<file path="config.mk">
export PLATFORM = sky130hd
export DESIGN_NAME = d_cmp_serial
export DESIGN_NICKNAME = d
export VERILOG_FILES = /design/src/rtl/d_cmp_serial_pkg.sv /design/src/rtl/d_cmp_serial_cmp_slice.sv /design/src/rtl/d_cmp_serial.sv
export SDC_FILE = /design/constraint.sdc
export NUM_CORES = 1
export LEC_CHECK = 0
export ABC_AREA = 1
export BUFFER_PORTS_ARGS = -buffer_cell sky130_fd_sc_hd__buf_2
export CORE_ASPECT_RATIO = 0.5
export CORE_MARGIN = 2
export CORE_UTILIZATION = 59
export CTS_CLUSTER_SIZE = 25
export DETAILED_ROUTE_END_ITERATION = 8
export PLACE_DENSITY = 0.94
export SLEW_MARGIN = 20
export SYNTH_ARGS = -nofsm -noshare
export SYNTH_HDL_FRONTEND = slang
export SYNTH_SLANG_ARGS = --single-unit
</file>
<file path="constraint.sdc">
create_clock -name clk -period 4.4 [get_ports clk]
set_input_delay 0.88 -clock clk [delete_from_list [all_inputs] [get_ports clk]]
set_output_delay 0.88 -clock clk [all_outputs]
set_load 0.005 [all_outputs]
</file>
<file path="src/rtl/d_cmp_serial_pkg.sv">
// Shared encodings for the serial D-stage branch comparator.
// Op codes, three-way result codes, FSM states and the taken decode.
package d_cmp_pkg;

    typedef enum logic [2:0] {
        CMP_OP_EQ  = 3'd0,
        CMP_OP_NE  = 3'd1,
        CMP_OP_LEZ = 3'd2,
        CMP_OP_GTZ = 3'd3,
        CMP_OP_LTZ = 3'd4,
        CMP_OP_GEZ = 3'd5,
        CMP_OP_LT  = 3'd6,
        CMP_OP_LTU = 3'd7
    } cmp_op_e;

    localparam logic [1:0] CMP_EQ = 2'b00;
    localparam logic [1:0] CMP_GT = 2'b01;
    localparam logic [1:0] CMP_LT = 2'b10;

    typedef enum logic [1:0] {
        IDLE = 2'd0,
        RUN  = 2'd1,
        DONE = 2'd2
    } state_e;

    function automatic logic op_is_zero(input logic [2:0] op);
        return (op >= 3'd2) && (op <= 3'd5);
    endfunction

    function automatic logic op_is_signed(input logic [2:0] op);
        return (op >= 3'd2) && (op <= 3'd6);
    endfunction

    function automatic logic taken_of(input logic [2:0] op,
                                      input logic [1:0] c);
        logic t;
        t = 1'b0;
        case (cmp_op_e'(op))
            CMP_OP_EQ:  t = (c == CMP_EQ);
            CMP_OP_NE:  t = (c != CMP_EQ);
            CMP_OP_LEZ: t = (c != CMP_GT);
            CMP_OP_GTZ: t = (c == CMP_GT);
            CMP_OP_LTZ: t = (c == CMP_LT);
            CMP_OP_GEZ: t = (c != CMP_LT);
            CMP_OP_LT:  t = (c == CMP_LT);
            CMP_OP_LTU: t = (c == CMP_LT);
            default:    t = 1'b0;
        endcase
        return t;
    endfunction

endpackage

</file>
<file path="src/rtl/d_cmp_serial_cmp_slice.sv">
// One SLICE-bit unsigned magnitude compare, shared by every slice
// of the serial comparator.
module cmp_slice #(
    parameter int SLICE = 8
) (
    input  logic [SLICE-1:0] i_a,
    input  logic [SLICE-1:0] i_b,
    output logic             o_eq,
    output logic             o_gt
);

    assign o_eq = (i_a == i_b);
    assign o_gt = (i_a >  i_b);

endmodule

</file>
<file path="src/rtl/d_cmp_serial.sv">
// Iterative MSB-first branch comparator, SLICE bits per cycle.
// D_CMP_SERIAL_EARLY_EXIT_EN: stop at first differing slice.
module d_cmp_serial
    import d_cmp_pkg::*;
#(
    parameter int WIDTH = 32,
    parameter int SLICE = 8
) (
    input  logic             clk,
    input  logic             rst_n,
    input  logic             in_valid,
    output logic             in_ready,
    input  logic [WIDTH-1:0] a,
    input  logic [WIDTH-1:0] b,
    input  logic [2:0]       op,
    input  logic             flush,
    output logic             out_valid,
    input  logic             out_ready,
    output logic [1:0]       cmp,
    output logic             taken,
    output logic             busy
);

    localparam int NSLICE = WIDTH / SLICE;
    localparam int IW     = (NSLICE > 1) ? $clog2(NSLICE) : 1;

    if ((WIDTH % SLICE) != 0) begin : g_bad_cfg
        $error("WIDTH must be a multiple of SLICE");
    end

    state_e           r_state;
    logic [WIDTH-1:0] r_a;
    logic [WIDTH-1:0] r_b;
    logic [2:0]       r_op;
    logic [IW-1:0]    r_idx;
    logic [1:0]       r_cmp;
    logic             r_taken;
    logic             r_found;
    logic [1:0]       r_res;

    state_e           w_state_nx;
    logic [WIDTH-1:0] w_a_nx;
    logic [WIDTH-1:0] w_b_nx;
    logic [2:0]       w_op_nx;
    logic [IW-1:0]    w_idx_nx;
    logic [1:0]       w_cmp_nx;
    logic             w_taken_nx;
    logic             w_found_nx;
    logic [1:0]       w_res_nx;

    logic             w_accept;
    logic [WIDTH-1:0] w_a_in;
    logic [WIDTH-1:0] w_b_in;
    logic [WIDTH-1:0] w_a_sh;
    logic [WIDTH-1:0] w_b_sh;
    logic             w_eq;
    logic             w_gt;
    logic [1:0]       w_res_sl;
    logic [1:0]       w_final;

    assign w_accept = in_valid && (r_state == IDLE) && !flush;

    // Flipping the sign bit turns a signed compare into an unsigned one.
    always_comb begin
        w_a_in = a;
        w_b_in = op_is_zero(op) ? '0 : b;
        if (op_is_signed(op)) begin
            w_a_in[WIDTH-1] = ~w_a_in[WIDTH-1];
            w_b_in[WIDTH-1] = ~w_b_in[WIDTH-1];
        end
    end

    assign w_a_sh = r_a >> (int'(r_idx) * SLICE);
    assign w_b_sh = r_b >> (int'(r_idx) * SLICE);

    cmp_slice #(
        .SLICE (SLICE)
    ) u_slice (
        .i_a  (w_a_sh[SLICE-1:0]),
        .i_b  (w_b_sh[SLICE-1:0]),
        .o_eq (w_eq),
        .o_gt (w_gt)
    );

    assign w_res_sl = w_gt ? CMP_GT : CMP_LT;

    always_comb begin
        w_state_nx = r_state;
        w_a_nx     = r_a;
        w_b_nx     = r_b;
        w_op_nx    = r_op;
        w_idx_nx   = r_idx;
        w_cmp_nx   = r_cmp;
        w_taken_nx = r_taken;
        w_found_nx = r_found;
        w_res_nx   = r_res;
        w_final    = r_found ? r_res : (w_eq ? CMP_EQ : w_res_sl);
        unique case (r_state)
            IDLE: begin
                if (w_accept) begin
                    w_state_nx = RUN;
                    w_a_nx     = w_a_in;
                    w_b_nx     = w_b_in;
                    w_op_nx    = op;
                    w_idx_nx   = IW'(NSLICE - 1);
                    w_found_nx = 1'b0;
                    w_res_nx   = CMP_EQ;
                end
            end
            RUN: begin
                if (flush) begin
                    w_state_nx = IDLE;
                end else begin
`ifdef D_CMP_SERIAL_EARLY_EXIT_EN
                    if (!w_eq || (r_idx == '0)) begin
                        w_state_nx = DONE;
                        w_cmp_nx   = w_eq ? CMP_EQ : w_res_sl;
                        w_taken_nx = taken_of(r_op, w_cmp_nx);
                    end else begin
                        w_idx_nx = r_idx - 1'b1;
                    end
`else
                    // Fixed latency: keep the first difference, ignore later ones.
                    if (r_idx == '0) begin
                        w_state_nx = DONE;
                        w_cmp_nx   = w_final;
                        w_taken_nx = taken_of(r_op, w_final);
                    end else begin
                        w_idx_nx = r_idx - 1'b1;
                        if (!r_found && !w_eq) begin
                            w_found_nx = 1'b1;
                            w_res_nx   = w_res_sl;
                        end
                    end
`endif
                end
            end
            DONE: begin
                if (flush || out_ready) begin
                    w_state_nx = IDLE;
                end
            end
            default: begin
                w_state_nx = IDLE;
            end
        endcase
    end

    always_ff @(posedge clk or negedge rst_n) begin
        if (!rst_n) begin
            r_state <= IDLE;
            r_a     <= '0;
            r_b     <= '0;
            r_op    <= '0;
            r_idx   <= '0;
            r_cmp   <= CMP_EQ;
            r_taken <= 1'b0;
            r_found <= 1'b0;
            r_res   <= CMP_EQ;
        end else begin
            r_state <= w_state_nx;
            r_a     <= w_a_nx;
            r_b     <= w_b_nx;
            r_op    <= w_op_nx;
            r_idx   <= w_idx_nx;
            r_cmp   <= w_cmp_nx;
            r_taken <= w_taken_nx;
            r_found <= w_found_nx;
            r_res   <= w_res_nx;
        end
    end

    assign in_ready  = (r_state == IDLE);
    assign out_valid = (r_state == DONE);
    assign busy      = (r_state != IDLE);
    assign cmp       = r_cmp;
    assign taken     = r_taken;

endmodule

</file>
# Yosys cells after proc, flatten, opt, wreduce, memory -nomap -nowiden
# Index checks and enable logic that the tools add are counted.
# totals
ff_bits	77
wordCells	87
output_inout_bits	6
input_bits	72
# op_classes
mux	26
n_lt_le_gt_ge	4
reduce_logical	22
bitwise_logic	3
n_shift	2
add_sub_neg	1
n_eq_ne	20
# op_table
op	n
$shr A32 B5 Y8	2
$mux W32	1
$mux W2	14
$eq A3 B3 Y1 const B	4
$eq A8 B8 Y1	1
$gt A8 B8 Y1	1
$ne A2 B2 Y1 const B	4
$pmux W2 S2	2
$eq A3 B2 Y1 const B	2
$le A3 B3 Y1 const B	2
$logic_not A2 Y1	3
$mux W1	6
$ne A2 B1 Y1 const B	3
$pmux W1 S6	1
$pmux W2 S3	1
$reduce_and A3 Y1	2
$reduce_bool A2 Y1	3
$logic_and A1 B1 Y1	5
$reduce_and A5 Y1	1
$eq A2 B1 Y1 const B	2
$eq A2 B2 Y1 const B	2
$reduce_and A4 Y1	1
$eq A3 B1 Y1 const B	1
$ge A3 B2 Y1 const B	1
other kinds (9)	13

# Depth between registers and ports, before layout
# logic_depth
ltp_word	8
mapped_depth	20
depth_no_buf	19

# Hierarchy
# From an unflattened synthesis, not the netlist that was laid out.
# unflattened
cells_unflattened	488
area_unflattened_um2	3860.0
# by_module_without_submodules
mod	seq_area_each_um2	n_inst	cells_each	area_each_um2
d_cmp_serial	1926.8	1	452	3618.5
cmp_slice	0.0	1	36	241.5

# Worst setup path after synthesis
# No wires, ideal clock.
# synth_timing
path_kind	register to register
from	register r_idx[0]
to	register r_taken (netlist: taken)
setup_time_ns	0.116
t_arrival_ns	2.074
n_path_buf	2
period_less_slack_ns	2.190
setup_slack_ns	2.210
path_stages_with_launch	16
required_ns	4.284
path_cell_list	dfrtp_1 > buf_2 > clkbuf_1 > nand2_1 > a32o_1 > ha_1 > nand2_1 > nor2_2 > a21oi_4 > nand3_2 > nand2_2 > nand3_1 > a21oi_1 > nand3_1 > nand2_1 > nand2_1
# synth_between
elab_chain_cells	7
elab_cells_between_ends	16
cone_classes	order compare: 1; eq/ne: 5; shift: 2; mux: 4; reduce/logical: 4
# synth_rtl
item	line_no	rtl
start, declared	d_cmp_serial.sv:35	logic [IW-1:0] r_idx;
start signal, assigned	d_cmp_serial.sv:165	r_idx <= w_idx_nx;
$shr A32 B5 Y8 (on tied branches)	d_cmp_serial.sv:73, d_cmp_serial.sv:74	
$gt A8 B8 Y1	d_cmp_serial_cmp_slice.sv:13	assign o_gt = (i_a > i_b);
$mux W2	d_cmp_serial.sv:85	assign w_res_sl = w_gt ? CMP_GT : CMP_LT;
$mux W2 (2 in a row)	d_cmp_serial.sv:97	w_final = r_found ? r_res : (w_eq ? CMP_EQ : w_res_sl);
$eq A2 B2 Y1, or another cell as far along	d_cmp_serial_pkg.sv:43, d_cmp_serial_pkg.sv:45, d_cmp_serial_pkg.sv:46	
$pmux W1 S6	d_cmp_serial_pkg.sv:38	case (cmp_op_e'(op))
end signal, assigned	d_cmp_serial.sv:167	r_taken <= w_taken_nx;
end, declared	d_cmp_serial.sv:37	logic r_taken;
# Several ways; a longest one is shown, not always the timed one.
# A chain may end at the register's enable or synchronous reset.

# Worst setup path in the final report
# Same ends and word-level chain as after synthesis.

==> impl_metrics.json <==
{
  "endpoint": "taken",
  "netSwitchingPower_mw": 1.321,
  "postSynth.asyncResetShare_pct": 100.0,
  "maxSlewHeadroom_pct": 30.92,
  "fp.coreArea_um2": 6206,
  "nets": 633,
  "first_pass_iters": 5,
  "required_ns": 4.63,
  "syn_avg_cell_area_um2": 7.954,
  "rsz0062_at_grt": "false",
  "r2r_end": "taken",
  "routabilityCongestion": 0.8769,
  "critPathLaunch": "r_idx[0]",
  "clockBufferDepth": 2,
  "place_area_um2": 4269,
  "cap_violations": 0,
  "grt-busiest-layer": "met2",
  "internal-power_mw": 1.851,
  "synth_edf_count": 0,
  "synth_commonest_cells": "nand2_1, dfrtp_1, o21ai_0",
  "power_frac_comb_pct": 43.1,
  "tritoncts": "done",
  "p_seq_share_pct": 33.8,
  "drv_slew": 0,
  "final_cell_area_um2": 4563,
  "yosysWarnings": 0,
  "setup_ws_ns": 1.493,
  "antenna_left": 0,
  "crit_type": "reg -> reg",
  "dp.cells": 629,
  "grt_pass1_wl_mm": 15.81,
  "die_h_um": 61.30,
  "fillerInstances": 454,
  "status": "complete, no violations",
  "r2r-start": "r_idx[0]",
  "clkPwrFrac_pct": 23.1,
  "worst_pin_slew_ns": 1.034,
  "grt_start_max_net_pins": 79,
  "dieArea_um2": 7269,
  "setup_viol": 0,
  "max_freq_ghz": 0.3440,
  "p_sw_share_pct": 41.64,
  "cp_data_arrival_time_ns": 3.13,
  "hold_path_class": "reg -> reg",
  "ys_seq_area_share_pct": 49.74,
  "synth_cells": 487,
  "die_x_um": 118.6,
  "period_share_pct": 66.07,
  "htreeDepth": 3,
  "grt_pass1_vias": 3237,
  "ff2ff_path_depth": 16,
  "initial_core_util_pct": 62.42,
  "via_per_inst": 5.493,
  "fin_skew_ns": 0.005312,
  "diodes": 0,
  "ctsResizeCount": 0,
  "critical_path.endpoint_type": "flip-flop",
  "layout-drive-gt1-share_pct": 21.01,
  "dp_slack_ns": 1.598,
  "worstPathMaxFanout": 21,
  "drt-wirelength-per-cell_um": 15.00,
  "netlist_area_um2": 3874,
  "dp_hpwl_mm": 6.514,
  "num_rows": 20,
  "hold_violations": 0,
  "route.detailed.drc": 0,
  "ir_drop_v": 0.0003786,
  "ys_ff_latch": 77,
  "cts.hold.buffers_added": 0,
  "yosysTopAreaCell": "dfrtp_1",
  "cts.sinks": 77,
  "clk_pin_slew_ns": 0.06,
  "grt.total_usage_pct": 28.68,
  "antenna_found_initial": 0,
  "fin_setup_tns_ns": 0,
  "finalNonFillerCells": 645,
  "worstSetupStartpointType": "flip-flop",
  "synth_flop_cell": "dfrtp_1",
  "power_density_nw_per_um2": 695.0,
  "ys_types": 32,
  "use_met2_pct": 45.57,
  "synth_top_area_share_pct": 49.74,
  "synth.most_common_cell": "nand2_1",
  "synth_area_leaders": "dfrtp_1, nand2_1, o21ai_0",
  "grt_overflow": 0,
  "use_met3_pct": 8.519,
  "area_growth_pct": 17.80,
  "vias": 3543,
  "ios": 78,
  "syn-num-nets": 568,
  "totalWireLength_mm": 9.674,
  "clock-root-buffer": "clkbuf_16",
  "post-cts-setup-buffers": 0,
  "leakagePower_nw": 2.359,
  "port_buffers": 77,
  "min-delay-start": "r_b[22]",
  "cts_buffers": 9,
  "r2r_slack_ns": 1.49,
  "clk_latency_ns": 0.34,
  "drtIter0Drc": 402,
  "met1_usage_pct": 39.73,
  "post-route-min-period_ns": 2.907
}
## cells by family (layout without fill, tap and decap cells)
kind of cell	count (synthesis)	count (layout)	share of synthesized area (%)
AO/OA/AOI/OAI	108	108	15.34
XOR/XNOR	1	1	0.2261
adder cells (fa/ha/maj)	9	9	2.907
buffers and inverters	62	132	6.718
flip-flops	77	77	49.74
multiplexers	1	1	0.2907
AND/OR/NAND/NOR	229	229	24.77
## cells in the final DEF, fill, tap and decap left out, types with 3 or more instances in the layout
master,netlist,final
nor2_4,3,3
nor2_2,3,3
nand3_2,3,3
inv_2,4,4
clkbuf_16,0,9
clkinv_4,0,3
nor2_1,21,21
ha_1,9,9
a21oi_1,19,19
buf_2,9,76
o21ai_1,6,6
nand3_1,17,17
buf_4,2,4
o22ai_1,8,8
nand2_2,5,5
dfrtp_1,77,77
inv_1,32,32
o21ai_0,67,67
nand2_1,174,174
## through the flow
stage / power [mW] / utilization [%] / hold WS [ns]
after floorplan: 2.061 / - / 0.4436
after global placement: 2.313 / 68.79 / 0.4608
after detailed placement: 2.388 / 68.79 / 0.4670
after CTS: 3.141 / 73.53 / 0.4831
after global routing: 3.390 / 73.53 / 0.4980
final: 3.171 / 73.53 / 0.4897
## worst max-delay path, stage by stage, from the launching register on
cell and delay [ns]:
dfrtp_1 0.68, inv_1 0.40, o21ai_0 0.31, o22ai_1 0.12, ha_1 0.32, nand2_2 0.10, nor2_4 0.06, a21oi_4 0.16
nand3_2 0.10, nand2_2 0.09, nand2_1 0.08, nand2_1 0.08, nand2_1 0.05, nand2_1 0.05, nand3_1 0.07, nand2_1 0.06
nand2_1 0.05
## layer usage
layer	share of wire, %	wire length (µm)
met5	0	0
met4	2.2	208
met1	46	4452
met3	7.5	723
met2	44	4290
## sequential cells by signal (all words and copies together), names as in the netlist
name and count:
r_state 2, r_idx 2, taken 1, r_b 32, r_found 1, r_a 32
r_op 3, r_res 2, cmp 2
## power by group through the flow
| stage | registers, mW | clock network, mW | logic [mW] |
|---|---|---|---|
| after global routing | 1.09 | 0.764 | 1.54 |
| after floorplan | 0.991 | 0 | 1.07 |
| after detailed placement | 1.07 | 0 | 1.32 |
| after global placement | 1.06 | 0 | 1.25 |
| after CTS | 1.06 | 0.730 | 1.35 |
| final | 1.07 | 0.731 | 1.37 |
## how the worst min path moves through the flow
stage,slack (ns),to,cells past startpoint
finish,0.49,r_b[22],2
CTS,0.48,r_a[5],2
global route,0.50,r_b[22],2
detailed placement,0.47,r_a[5],2
global placement,0.46,r_b[20],2
floorplan,0.44,r_a[17],2
## layout make-up
type                    count  area (µm²)  area share (%)
flip-flops and latches     77        1927           42.23
multi-input cells         348        1687           36.96
repair buffers             80       410.4           8.994
clock buffers              11       232.7           5.100
inverters                  36       135.1           2.961
well taps                  88       110.1           2.413
clock inverters             5       61.31           1.344
(Power assumes the default switching activity.)
